==> src/rtl/mesi_isc_cpu_agent_if.sv <==
// rtl/mesi_isc_cpu_agent_if.sv - main-bus and coherence-bus bundle for one CPU port
//
// Purpose: carries the controller-facing signals of one MESI ISC CPU port.
// Signals (named from the agent's point of view):
//   mbus_cmd_o   agent -> controller  main-bus command
//   mbus_addr_o  agent -> controller  main-bus address
//   mbus_ack_i   controller -> agent  main-bus acknowledge
//   cbus_addr_i  controller -> agent  coherence-bus address
//   cbus_cmd_i   controller -> agent  coherence-bus command
//   cbus_ack_o   agent -> controller  coherence-bus acknowledge
// Modports: master = agent side, slave = controller side.
interface mesi_isc_cpu_agent_if #(
  parameter int ADDR_WIDTH     = 32,
  parameter int MBUS_CMD_WIDTH = 3,
  parameter int CBUS_CMD_WIDTH = 3
);
  logic [MBUS_CMD_WIDTH-1:0] mbus_cmd_o;
  logic [ADDR_WIDTH-1:0]     mbus_addr_o;
  logic                      mbus_ack_i;
  logic [ADDR_WIDTH-1:0]     cbus_addr_i;
  logic [CBUS_CMD_WIDTH-1:0] cbus_cmd_i;
  logic                      cbus_ack_o;

  modport master (
    output mbus_cmd_o, mbus_addr_o, cbus_ack_o,
    input  mbus_ack_i, cbus_addr_i, cbus_cmd_i
  );

  modport slave (
    input  mbus_cmd_o, mbus_addr_o, cbus_ack_o,
    output mbus_ack_i, cbus_addr_i, cbus_cmd_i
  );
endinterface

==> src/rtl/mesi_isc_cpu_agent.sv <==
// rtl/mesi_isc_cpu_agent.sv - MESI ISC CPU-port agent (request sequencer + snoop responder)
//
// Purpose: turns CPU read/write requests into the broadcast / wait-for-enable /
// access sequence on the main bus, and answers coherence-bus commands with a
// configurable latency.
// Ports:
//   clk, rst        clock; asynchronous active-low reset
//   req_valid_i     CPU request valid
//   req_wr_i        1 = write, 0 = read
//   req_addr_i      request address
//   req_ready_o     request FSM idle, request will be taken
//   done_o          one-cycle pulse when the access phase is acked
//   bus             mesi_isc_cpu_agent_if.master (mbus_*/cbus_* signals)
//   snoop_cnt_o     saturating count of acked WR_SNOOP/RD_SNOOP
//   err_o           sticky protocol-error flag
// Optional feature macro: MESI_ISC_AGENT_ADDR_CHK_EN
//   defined   -> an EN_* taken in R_WAIT_EN must carry the latched request
//                address on cbus_addr_i, otherwise err_o is set and the
//                request keeps waiting (the EN is still acked).
//   undefined -> cbus_addr_i is ignored.

`ifndef MESI_ISC_DEFINES
`define MESI_ISC_DEFINES
`define MESI_ISC_MBUS_CMD_NOP      0
`define MESI_ISC_MBUS_CMD_WR       1
`define MESI_ISC_MBUS_CMD_RD       2
`define MESI_ISC_MBUS_CMD_WR_BROAD 3
`define MESI_ISC_MBUS_CMD_RD_BROAD 4
`define MESI_ISC_CBUS_CMD_NOP      0
`define MESI_ISC_CBUS_CMD_WR_SNOOP 1
`define MESI_ISC_CBUS_CMD_RD_SNOOP 2
`define MESI_ISC_CBUS_CMD_EN_WR    3
`define MESI_ISC_CBUS_CMD_EN_RD    4
`endif

module mesi_isc_cpu_agent #(
  parameter int ADDR_WIDTH     = 32,
  parameter int MBUS_CMD_WIDTH = 3,
  parameter int CBUS_CMD_WIDTH = 3,
  parameter int SNOOP_LAT      = 2,
  parameter int CNT_WIDTH      = 16
) (
  input  logic                  clk,
  input  logic                  rst,
  input  logic                  req_valid_i,
  input  logic                  req_wr_i,
  input  logic [ADDR_WIDTH-1:0] req_addr_i,
  output logic                  req_ready_o,
  output logic                  done_o,
  mesi_isc_cpu_agent_if.master  bus,
  output logic [CNT_WIDTH-1:0]  snoop_cnt_o,
  output logic                  err_o
);

  localparam logic [1:0] R_IDLE    = 2'd0;
  localparam logic [1:0] R_BROAD   = 2'd1;
  localparam logic [1:0] R_WAIT_EN = 2'd2;
  localparam logic [1:0] R_ACCESS  = 2'd3;

  localparam logic [1:0] S_IDLE  = 2'd0;
  localparam logic [1:0] S_DELAY = 2'd1;
  localparam logic [1:0] S_ACK   = 2'd2;
  localparam logic [1:0] S_GAP   = 2'd3;

  localparam logic [MBUS_CMD_WIDTH-1:0] MB_NOP      = MBUS_CMD_WIDTH'(`MESI_ISC_MBUS_CMD_NOP);
  localparam logic [MBUS_CMD_WIDTH-1:0] MB_WR       = MBUS_CMD_WIDTH'(`MESI_ISC_MBUS_CMD_WR);
  localparam logic [MBUS_CMD_WIDTH-1:0] MB_RD       = MBUS_CMD_WIDTH'(`MESI_ISC_MBUS_CMD_RD);
  localparam logic [MBUS_CMD_WIDTH-1:0] MB_WR_BROAD = MBUS_CMD_WIDTH'(`MESI_ISC_MBUS_CMD_WR_BROAD);
  localparam logic [MBUS_CMD_WIDTH-1:0] MB_RD_BROAD = MBUS_CMD_WIDTH'(`MESI_ISC_MBUS_CMD_RD_BROAD);

  localparam logic [CBUS_CMD_WIDTH-1:0] CB_WR_SNOOP = CBUS_CMD_WIDTH'(`MESI_ISC_CBUS_CMD_WR_SNOOP);
  localparam logic [CBUS_CMD_WIDTH-1:0] CB_RD_SNOOP = CBUS_CMD_WIDTH'(`MESI_ISC_CBUS_CMD_RD_SNOOP);
  localparam logic [CBUS_CMD_WIDTH-1:0] CB_EN_WR    = CBUS_CMD_WIDTH'(`MESI_ISC_CBUS_CMD_EN_WR);
  localparam logic [CBUS_CMD_WIDTH-1:0] CB_EN_RD    = CBUS_CMD_WIDTH'(`MESI_ISC_CBUS_CMD_EN_RD);

  localparam logic [3:0] LAT = 4'(SNOOP_LAT);

  // Request side state
  logic [1:0]                r_state_q, r_state_d;
  logic                      wr_q, wr_d;
  logic [ADDR_WIDTH-1:0]     addr_q, addr_d;
  logic [MBUS_CMD_WIDTH-1:0] mbus_cmd_q, mbus_cmd_d;
  logic                      done_q, done_d;

  // Snoop side state
  logic [1:0]                s_state_q, s_state_d;
  logic [3:0]                dly_q, dly_d;
  logic                      is_snoop_q, is_snoop_d;
  logic [CNT_WIDTH-1:0]      cnt_q, cnt_d;

  logic                      err_q, err_d;

  // Command decode
  logic cmd_snoop, cmd_en_wr, cmd_en_rd, cmd_en, cmd_rsvd;
  logic en_accept;
  logic en_match;
  logic addr_ok;

  always_comb begin
    cmd_snoop = (bus.cbus_cmd_i == CB_WR_SNOOP) || (bus.cbus_cmd_i == CB_RD_SNOOP);
    cmd_en_wr = (bus.cbus_cmd_i == CB_EN_WR);
    cmd_en_rd = (bus.cbus_cmd_i == CB_EN_RD);
    cmd_en    = cmd_en_wr || cmd_en_rd;
    cmd_rsvd  = (bus.cbus_cmd_i > CB_EN_RD);
    // An EN is taken (and later acked) only when the responder is free; a
    // controller holds it until then, so every check keys off this cycle.
    en_accept = (s_state_q == S_IDLE) && cmd_en;
    en_match  = wr_q ? cmd_en_wr : cmd_en_rd;
  end

`ifdef MESI_ISC_AGENT_ADDR_CHK_EN
  assign addr_ok = (bus.cbus_addr_i == addr_q);
`else
  logic addr_unused;
  assign addr_unused = ^bus.cbus_addr_i;
  assign addr_ok     = 1'b1;
`endif

  // Request FSM: all main-bus outputs are registered, so each transition
  // also loads the command that appears on the following cycle.
  always_comb begin
    r_state_d  = r_state_q;
    wr_d       = wr_q;
    addr_d     = addr_q;
    mbus_cmd_d = mbus_cmd_q;
    done_d     = 1'b0;
    case (r_state_q)
      R_IDLE: begin
        if (req_valid_i) begin
          wr_d       = req_wr_i;
          addr_d     = req_addr_i;
          mbus_cmd_d = req_wr_i ? MB_WR_BROAD : MB_RD_BROAD;
          r_state_d  = R_BROAD;
        end
      end
      R_BROAD: begin
        if (bus.mbus_ack_i) begin
          mbus_cmd_d = MB_NOP;
          r_state_d  = R_WAIT_EN;
        end
      end
      R_WAIT_EN: begin
        if (en_accept && en_match && addr_ok) begin
          mbus_cmd_d = wr_q ? MB_WR : MB_RD;
          r_state_d  = R_ACCESS;
        end
      end
      R_ACCESS: begin
        if (bus.mbus_ack_i) begin
          mbus_cmd_d = MB_NOP;
          done_d     = 1'b1;
          r_state_d  = R_IDLE;
        end
      end
      default: begin
        mbus_cmd_d = MB_NOP;
        r_state_d  = R_IDLE;
      end
    endcase
  end

  // Snoop FSM: runs independently of the request FSM.
  always_comb begin
    s_state_d  = s_state_q;
    dly_d      = dly_q;
    is_snoop_d = is_snoop_q;
    cnt_d      = cnt_q;
    case (s_state_q)
      S_IDLE: begin
        if (cmd_snoop) begin
          is_snoop_d = 1'b1;
          dly_d      = LAT;
          s_state_d  = (LAT == 4'd0) ? S_ACK : S_DELAY;
        end else if (cmd_en) begin
          is_snoop_d = 1'b0;
          s_state_d  = S_ACK;
        end
      end
      S_DELAY: begin
        dly_d = dly_q - 4'd1;
        if (dly_q == 4'd1) begin
          s_state_d = S_ACK;
        end
      end
      S_ACK: begin
        s_state_d = S_GAP;
        if (is_snoop_q && (cnt_q != {CNT_WIDTH{1'b1}})) begin
          cnt_d = cnt_q + 1'b1;
        end
      end
      default: begin
        // S_GAP: one dead cycle so a held command is not taken twice.
        s_state_d = S_IDLE;
      end
    endcase
  end

  always_comb begin
    err_d = err_q;
    if (bus.mbus_ack_i && ((r_state_q == R_IDLE) || (r_state_q == R_WAIT_EN))) begin
      err_d = 1'b1;
    end
    if (en_accept && ((r_state_q != R_WAIT_EN) || !en_match)) begin
      err_d = 1'b1;
    end
    if (en_accept && (r_state_q == R_WAIT_EN) && en_match && !addr_ok) begin
      err_d = 1'b1;
    end
    if (cmd_rsvd) begin
      err_d = 1'b1;
    end
  end

  always_ff @(posedge clk or negedge rst) begin
    if (!rst) begin
      r_state_q  <= R_IDLE;
      wr_q       <= 1'b0;
      addr_q     <= '0;
      mbus_cmd_q <= MB_NOP;
      done_q     <= 1'b0;
      s_state_q  <= S_IDLE;
      dly_q      <= 4'd0;
      is_snoop_q <= 1'b0;
      cnt_q      <= '0;
      err_q      <= 1'b0;
    end else begin
      r_state_q  <= r_state_d;
      wr_q       <= wr_d;
      addr_q     <= addr_d;
      mbus_cmd_q <= mbus_cmd_d;
      done_q     <= done_d;
      s_state_q  <= s_state_d;
      dly_q      <= dly_d;
      is_snoop_q <= is_snoop_d;
      cnt_q      <= cnt_d;
      err_q      <= err_d;
    end
  end

  assign req_ready_o     = (r_state_q == R_IDLE);
  assign done_o          = done_q;
  assign bus.mbus_cmd_o  = mbus_cmd_q;
  assign bus.mbus_addr_o = addr_q;
  assign bus.cbus_ack_o  = (s_state_q == S_ACK);
  assign snoop_cnt_o     = cnt_q;
  assign err_o           = err_q;

endmodule

==> src/flat_wrapper.sv <==
// flat-port wrapper written by rule: the top's interface ports become plain ports
module mesi_isc_cpu_agent_flat 
#(
  parameter int ADDR_WIDTH     = 32,
  parameter int MBUS_CMD_WIDTH = 3,
  parameter int CBUS_CMD_WIDTH = 3,
  parameter int SNOOP_LAT      = 2,
  parameter int CNT_WIDTH      = 16
)
  (clk, rst, req_valid_i, req_wr_i, req_addr_i, req_ready_o, done_o, snoop_cnt_o, err_o, bus_mbus_cmd_o, bus_mbus_addr_o, bus_cbus_ack_o, bus_mbus_ack_i, bus_cbus_addr_i, bus_cbus_cmd_i);
  mesi_isc_cpu_agent_if #(.ADDR_WIDTH(ADDR_WIDTH), .MBUS_CMD_WIDTH(MBUS_CMD_WIDTH), .CBUS_CMD_WIDTH(CBUS_CMD_WIDTH)) bus_i ();
  input  logic clk;
  input  logic rst;
  input  logic req_valid_i;
  input  logic req_wr_i;
  input  logic [ADDR_WIDTH-1:0] req_addr_i;
  output logic req_ready_o;
  output logic done_o;
  output logic [CNT_WIDTH-1:0] snoop_cnt_o;
  output logic err_o;
  output wire logic [$bits(bus_i.mbus_cmd_o)-1:0] bus_mbus_cmd_o;
  output wire logic [$bits(bus_i.mbus_addr_o)-1:0] bus_mbus_addr_o;
  output wire logic [$bits(bus_i.cbus_ack_o)-1:0] bus_cbus_ack_o;
  input wire logic [$bits(bus_i.mbus_ack_i)-1:0] bus_mbus_ack_i;
  input wire logic [$bits(bus_i.cbus_addr_i)-1:0] bus_cbus_addr_i;
  input wire logic [$bits(bus_i.cbus_cmd_i)-1:0] bus_cbus_cmd_i;
  assign bus_mbus_cmd_o = bus_i.mbus_cmd_o;
  assign bus_mbus_addr_o = bus_i.mbus_addr_o;
  assign bus_cbus_ack_o = bus_i.cbus_ack_o;
  assign bus_i.mbus_ack_i = bus_mbus_ack_i;
  assign bus_i.cbus_addr_i = bus_cbus_addr_i;
  assign bus_i.cbus_cmd_i = bus_cbus_cmd_i;
  mesi_isc_cpu_agent #(.ADDR_WIDTH(ADDR_WIDTH), .MBUS_CMD_WIDTH(MBUS_CMD_WIDTH), .CBUS_CMD_WIDTH(CBUS_CMD_WIDTH), .SNOOP_LAT(SNOOP_LAT), .CNT_WIDTH(CNT_WIDTH)) u_core (.clk(clk), .rst(rst), .req_valid_i(req_valid_i), .req_wr_i(req_wr_i), .req_addr_i(req_addr_i), .req_ready_o(req_ready_o), .done_o(done_o), .bus(bus_i), .snoop_cnt_o(snoop_cnt_o), .err_o(err_o));
endmodule
==> config.mk <==
export PLATFORM = sky130hd
export DESIGN_NAME = mesi_isc_cpu_agent_flat
export DESIGN_NICKNAME = d
export VERILOG_FILES = /design/src/rtl/mesi_isc_cpu_agent_if.sv /design/src/rtl/mesi_isc_cpu_agent.sv /design/src/flat_wrapper.sv
export SDC_FILE = /design/constraint.sdc
export NUM_CORES = 1
export LEC_CHECK = 0
export ABC_AREA = 1
export ABC_CLOCK_PERIOD_IN_PS = 2500
export BUFFER_PORTS_ARGS = -buffer_cell sky130_fd_sc_hd__buf_2
export CORE_ASPECT_RATIO = 0.9
export CORE_UTILIZATION = 52
export CTS_CLUSTER_SIZE = 28
export DETAILED_ROUTE_END_ITERATION = 10
export HOLD_SLACK_MARGIN = 0.15
export PLACE_DENSITY_LB_ADDON = 0.3
export SLEW_MARGIN = 20
export SYNTH_ARGS = -nofsm -noshare
export SYNTH_HDL_FRONTEND = slang
export SYNTH_SLANG_ARGS = --single-unit
==> constraint.sdc <==
create_clock -name clk -period 2.5 [get_ports clk]
set_input_delay 0.5 -clock clk [delete_from_list [all_inputs] [get_ports clk]]
set_output_delay 0.5 -clock clk [all_outputs]
set_load 0.01 [all_outputs]
==> metrics.md, run 1 <==
| Metric | Value |
|---|---|
| Syn nets | 405 |
| Crit path launch type | flip-flop |
| Total negative slack | 0 ns |
| First-pass GRT wire length | 9.98 mm |
| Ports | 127 |
| Yosys reg bits | 63 |
| WP data arrival | 2.09 ns |
| Setup Viol. Count Final | 0 |
| Syn Area/Cell | 9.56 µm² |
| Cell taking the most area after synthesis | dfrtp_1 |
| Power Density | 1080 nW/µm² |
| Crit-path slowest cell | dfrtp_1 |
| Die H | 75.0 µm |
| Number of buffers created by CTS | 9 |
| Main area contributors after synthesis | dfrtp_1 51%, nand2_1 13%, mux2_2 12%, ha_1 4.5%, inv_1 3.3% |
| Vias | 2,482 |
| Placed instance count | 483 |
| Maximum vdd drop | 0.730 mV |
| CP Max Fanout | 17 |
| Hold Path Class | input pin to async pin |
| Max Clk Rate | 538 MHz |
| Routed wire length | 6.30 mm |
| Setup ws final | 0.640 ns |
| Critical path class | flip-flop to flip-flop |
| CORE AREA | 5690 µm² |
| Routed vias/inst | 4.97 |
| Final slew viol count | 0 |
| Root buffer cell | clkbuf_8 |
| Area growth syn-to-layout | 23.4% |
| Clk sinks | 63 |
| FP Rows | 26 |
| Slowest cell delay on critical path | 0.44 ns |
| CP most frequent cell | nand2_1 |
| Slew @ Worst Pin | 0.706 ns |
| Post-CTS setup buffers | 0 |
| Netlist cell types | 29 |
| Post-synthesis sequential area ratio | 51.2% |
| Largest net degree at the start of global routing | 35 |
| Clk pin slew, worst setup/hold paths | 0.08 ns |
| Filler instances | 458 |
| CTS resizes | 0 |
| Top-area cell type share of the netlist area | 51.2% |
| Initial antenna violation count | 0 |
| PortBufs | 94 |
| Slew HR | 52.9% |
| Syn. warnings | 0 |
| 1st-pass router iterations | 4 |
| First-iteration detailed-routing DRC count | 106 |
| Overall routing resource usage | 20.6% |
| # Max-Cap Violations | 0 |
| Outcome | complete, no violations |
| DP Worst Slack | 0.653 ns |
| Routed Antenna Nets | 0 |
| Lkg Pwr | 1.99 nW |
| Die Footprint | 6230 µm² |
| Most frequent cells in the layout | 103 x nand2_1, 94 x buf_2, 63 x dfrtp_1 |
| Crit share post-route | 74.4% |
| Final std cells w/o fill | 499 |
| Most common cell after layout, fill and taps aside | nand2_1 |
| CTS tree | built |
| R2R setup slack | 0.64 ns |
| Post-synthesis cell area | 3080 µm² |
| Clock skew | 0.0142 ns |
| Post-DP HPWL | 4.63 mm |
| CP Capture Type | flip-flop |
| Sequence of cells on the critical path | ha_1 > nand3_2 > inv_2 > nand2_2 > o21ai_4 > inv_4 > nand2_1 > nand2_1 |
| RSZ-0062 raised after global routing | false |
| # diodes | 0 |
| Bufs on Longest Clock Path | 2 |
| Final hold violations | 0 |
| Tmin final | 1.86 ns |
| Final nets | 507 |
| Clk_lat worst skew | 0.34 ns |
| Layout cells sized above 1 | 36.1% |
| Starting density of the core | 54.1% |
| Congestion Overflow GR | 0 |
| Gate count of the mapped netlist | 322 |
| Drt wl/cell | 12.6 µm |
| Residual DRC count | 0 |
| Die width | 83.1 µm |
| Placer Congestion | 0.851 |
| Hold_buf cts | 0 |
| Vias in the first global route | 2,241 |
| H-Tree Level Count | 3 |
| Critical path required time | 2.73 ns |
## Yosys cell counts
library cell / number
a21oi_1: 3
a31oi_1: 1
and2_1: 1
buf_2: 3
buf_6: 2
dfrtp_1: 63
ha_1: 11
inv_1: 27
inv_2: 1
inv_4: 1
mux2_2: 32
nand2_1: 103
nand2_2: 1
nand3_1: 12
nand3_2: 2
nand3b_1: 2
nand4_1: 2
nor2_1: 19
nor2_2: 2
o211ai_1: 1
o21ai_0: 12
o21ai_1: 2
o21ai_4: 1
o21bai_2: 1
o22a_1: 1
o22ai_1: 2
or2_2: 2
xnor2_1: 9
xor2_1: 3
## cell families after synthesis
kind of cell,synth area share (%)
compound gates,4.80
xor+xnor,3.41
fa+ha+maj,4.47
buf+inv,4.84
flops,51.2
mux,11.7
simple gates,19.6
## critical path: cells and delay by family, from the launching register on
| family | cells | cell delay (ns) |
|---|---|---|
| compound gates | 1 | 0.43 |
| fa+ha+maj | 1 | 0.28 |
| buf+inv | 2 | 0.24 |
| flops | 1 | 0.44 |
| simple gates | 4 | 0.36 |
## through the flow
stage	hold slack, ns	power, mW	cell area, µm²	util [%]
floorplan	0.204	2.79	3080	-
global placement	0.453	3.28	3630	63.7
detailed placement	0.462	3.36	3630	63.7
CTS	0.215	4.16	3800	66.7
global route	0.241	4.44	3800	66.7
finish	0.204	4.12	3800	66.7
## power by group
part           internal, mW  switching (mW)  leakage [nW]
logic                 0.777           0.922          1.12
registers              1.42           0.230         0.782
clock network         0.360           0.410        0.0894
## worst paths after layout
kind                                     startpoint                         end  cells past startpoint
setup / recovery              u_core.snoop_cnt_o[0]      u_core.snoop_cnt_o[10]                      8
max in group asynchronous                       rst       u_core.snoop_cnt_o[3]                      2
min in group clk                     req_addr_i[19]  u_core.bus.mbus_addr_o[19]                      2
hold / removal                                  rst  u_core.bus.mbus_addr_o[13]                      1
hold reg to reg            u_core.bus.mbus_cmd_o[0]    u_core.bus.mbus_cmd_o[0]                      2
setup reg to reg              u_core.snoop_cnt_o[0]      u_core.snoop_cnt_o[10]                      8
## area by class of cell
| cell class | count | area (µm²) | share of cell area (%) |
|---|---|---|---|
| Clock buffer | 9 | 124 | 3.26 |
| Clock inverter | 7 | 48.8 | 1.28 |
| Inverter | 29 | 111 | 2.93 |
| Multi-Input combinational cell | 225 | 1350 | 35.6 |
| Sequential cell | 63 | 1580 | 41.5 |
| Tap cell | 70 | 87.6 | 2.30 |
| Timing Repair Buffer | 96 | 498 | 13.1 |
## flip-flops by register name (all words and copies together) (netlist names)
| name | cells |
|---|---|
| u_core.r_state_q | 2 |
| u_core.dly_q | 4 |
| u_core.wr_q | 1 |
| u_core.bus.mbus_addr_o | 32 |
| u_core.is_snoop_q | 1 |
| u_core.snoop_cnt_o | 16 |
| u_core.s_state_q | 2 |
| u_core.err_o | 1 |
| u_core.bus.mbus_cmd_o | 3 |
| u_core.done_o | 1 |
## metal layers
metal  vias up  GRT usage, %  routed length, µm
li1       1242             -                  -
met1      1169          26.3               2890
met2        65          33.0               3040
met3         6          7.46                311
met4         0          7.66                 54
met5         -             0                  0
No activity file was read; power rests on OpenSTA's default activity.
==> run 2, diff against run 1 <==
ABC_AREA = 0   (was 1)
ABC_CLOCK_PERIOD_IN_PS = 1500   (was 2500)
CORE_UTILIZATION = 43   (was 52)
clock period = 1.5 ns   (was 2.5 ns; I/O delays follow)
==> metrics.md, run 2 <==
| Metric | Value |
|---|---|
| Dominant synthesized flop cell | dfrtp_1 |
| Crit path launch type | flip-flop |
| Clk_lat worst skew | 0.33 ns |
| Cell taking the most area after synthesis | dfrtp_1 |
| First-iteration detailed-routing DRC count | 33 |
| Residual DRC count | 0 |
| Critical path class | flip-flop to output port |
| Final std cells w/o fill | 500 |
| Setup Viol. Count Final | 7 |
| Syn nets | 324 |
| Netlist cell types | 41 |
| Lkg Pwr | 2.24 nW |
| Max Clk Rate | 652 MHz |
| Slew HR | 77.6% |
| Power Density | 1830 nW/µm² |
| Post-synthesis cell area | 2940 µm² |
| Power, Total | 8.23 mW |
| CP Capture Type | output port |
| Tmin final | 1.53 ns |
| Ports | 127 |
| Clk sinks | 63 |
| Top post-synthesis cells by count | 63 x dfrtp_1, 38 x mux2_2, 12 x inv_1, 12 x nand2_1, 12 x nand3_1 |
| Congestion Overflow GR | 0 |
| Starting density of the core | 44.6% |
| Hold Path Class | input pin to flip-flop |
| Crit share post-route | 102% |
| Most frequent cells in the layout | 92 x buf_2, 59 x dfrtp_1, 54 x buf_4 |
| CP Max Fanout | 4 |
| Die width | 89.1 µm |
| Post-DP HPWL | 4.78 mm |
| Critical path required time | 1.20 ns |
| Drt wl/cell | 13.5 µm |
| Most common cell after layout, fill and taps aside | buf_2 |
| Placer Congestion | 0.840 |
| Clock skew | 0.0113 ns |
| Root buffer cell | clkbuf_8 |
| CORE AREA | 6590 µm² |
| # diodes | 0 |
| First-pass GRT wire length | 10.7 mm |
| Vias in the first global route | 2,398 |
| Gate count of the mapped netlist | 241 |
| Syn Area/Cell | 12.2 µm² |
| FP Rows | 28 |
| Final hold violations | 0 |
| Setup ws final | -0.0338 ns |
| H-Tree Level Count | 3 |
| Post-synthesis sequential area ratio | 53.7% |
| Clk pin slew, worst setup/hold paths | 0.08 ns |
| WP data arrival | 1.23 ns |
| Post-synth ARST share | 100% |
| Placed instance count | 472 |
| Overall routing resource usage | 19.5% |
| Yosys reg bits | 63 |
| Die H | 80.4 µm |
| RSZ-0062 raised after global routing | true |
| Main area contributors after synthesis | dfrtp_1 54%, mux2_2 15%, ha_1 4.7%, xor2_1 2.7%, nand3_1 2.0% |
| Layout cells sized above 1 | 63.7% |
| Filler instances | 525 |
| Number of synthesized flops with an enable pin | 0 |
| Outcome | complete, but fails checks |
| Number of buffers created by CTS | 9 |
| Count leader, synth | dfrtp_1 |
| Final nets | 488 |
| # Max-Cap Violations | 0 |
| Bufs on Longest Clock Path | 2 |
| Final slew viol count | 0 |
| Worst hold margin | 0.198 ns |
| Routed Antenna Nets | 0 |
| Maximum vdd drop | 1.02 mV |
| CTS tree | built |
| Largest register FFs | 32 |
| Area growth syn-to-layout | 53.4% |
| 1st-pass router iterations | 4 |
| Top-area cell type share of the netlist area | 53.7% |
| Failing checks | setup timing |
| Routed wire length | 6.73 mm |
| Slew @ Worst Pin | 0.333 ns |
| Syn. warnings | 0 |
| Vias | 2,495 |
| Die Footprint | 7170 µm² |
| Largest net degree at the start of global routing | 55 |
| Initial antenna violation count | 0 |
| PortBufs | 94 |
| Routed vias/inst | 4.99 |
==> run 2: cells by family after synthesis <==
group | count (synthesis) | share of synthesized area, %
AO/OA/AOI/OAI | 34 | 7.41
XOR/XNOR | 14 | 4.17
adder cells (fa/ha/maj) | 11 | 4.68
buffers and inverters | 16 | 2.09
flip-flops | 63 | 53.7
multiplexers | 41 | 15.8
AND/OR/NAND/NOR | 62 | 12.2
==> run 2: area by class of cell <==
type                       instances  area [µm²]  share of cell area (%)
clock inverter                     7        47.5                    1.05
timing repair buffer             157        1010                    22.3
multi-input combinational        162        1590                    35.2
sequential                        63        1580                    35.1
inverter                          12        47.5                    1.05
clock buffer                       9         124                    2.75
tap                               90         113                    2.50
==> run 2: worst paths after layout <==
check / cells after the start / endpoint / start / slack (ns)
worst max-delay path: 4 / req_ready_o / u_core.r_state_q[1] / -0.03
worst max register to register: 6 / u_core.s_state_q[0] / u_core.s_state_q[1] / -0.03
max in group asynchronous: 3 / u_core.r_state_q[1] / rst / 0.57
worst min register to register: 1 / u_core.bus.mbus_addr_o[3] / u_core.bus.mbus_addr_o[3] / 0.50
worst min-delay path: 2 / u_core.bus.mbus_addr_o[28] / req_addr_i[28] / 0.20
min in group asynchronous: 2 / u_core.snoop_cnt_o[6] / rst / 0.36
==> run 2: through the flow <==
stage / util (%) / worst slack [ns] / area [µm²] / setup TNS (ns)
2_1_floorplan: - / -0.130 / 3040 / -0.477
3_3_place_gp: 60.6 / -0.134 / 3990 / -0.731
3_5_place_dp: 60.6 / -0.150 / 3990 / -0.982
4_1_cts: 65.1 / -0.0684 / 4290 / -0.412
5_1_grt: 68.4 / -0.111 / 4510 / -1.34
6_report: 68.4 / -0.0338 / 4510 / -0.122
==> run 2: power by group <==
part	total, mW	switching (mW)	internal, mW
Clock	1.27	0.669	0.598
Combinational	4.17	1.89	2.28
Sequential	2.79	0.410	2.38
Total	8.23	2.97	5.26
==> run 2: critical path, stage by stage, from the launching register on <==
cell and delay, ns:
dfrtp_2 0.45, inv_2 0.09, ha_4 0.17, buf_6 0.11, buf_6 0.09
==> run 2: metal layers <==
layer | part of all wire [%] | GRT usage (%)
met3 | 3.5 | 3.80
met5 | 0 | 0
met1 | 42 | 22.6
met2 | 53 | 34.7
met4 | 1.5 | 8.25
==> run 2: repair_timing <==
action / in CTS / in global routing
resized for setup: 16 / 37
buffers inserted: 5 / 7
hold endpoints to repair: 9 / 0
hold buffers: 1 / 0
endpoints found under the setup margin: 51 / 24
pin swaps: 4 / 14
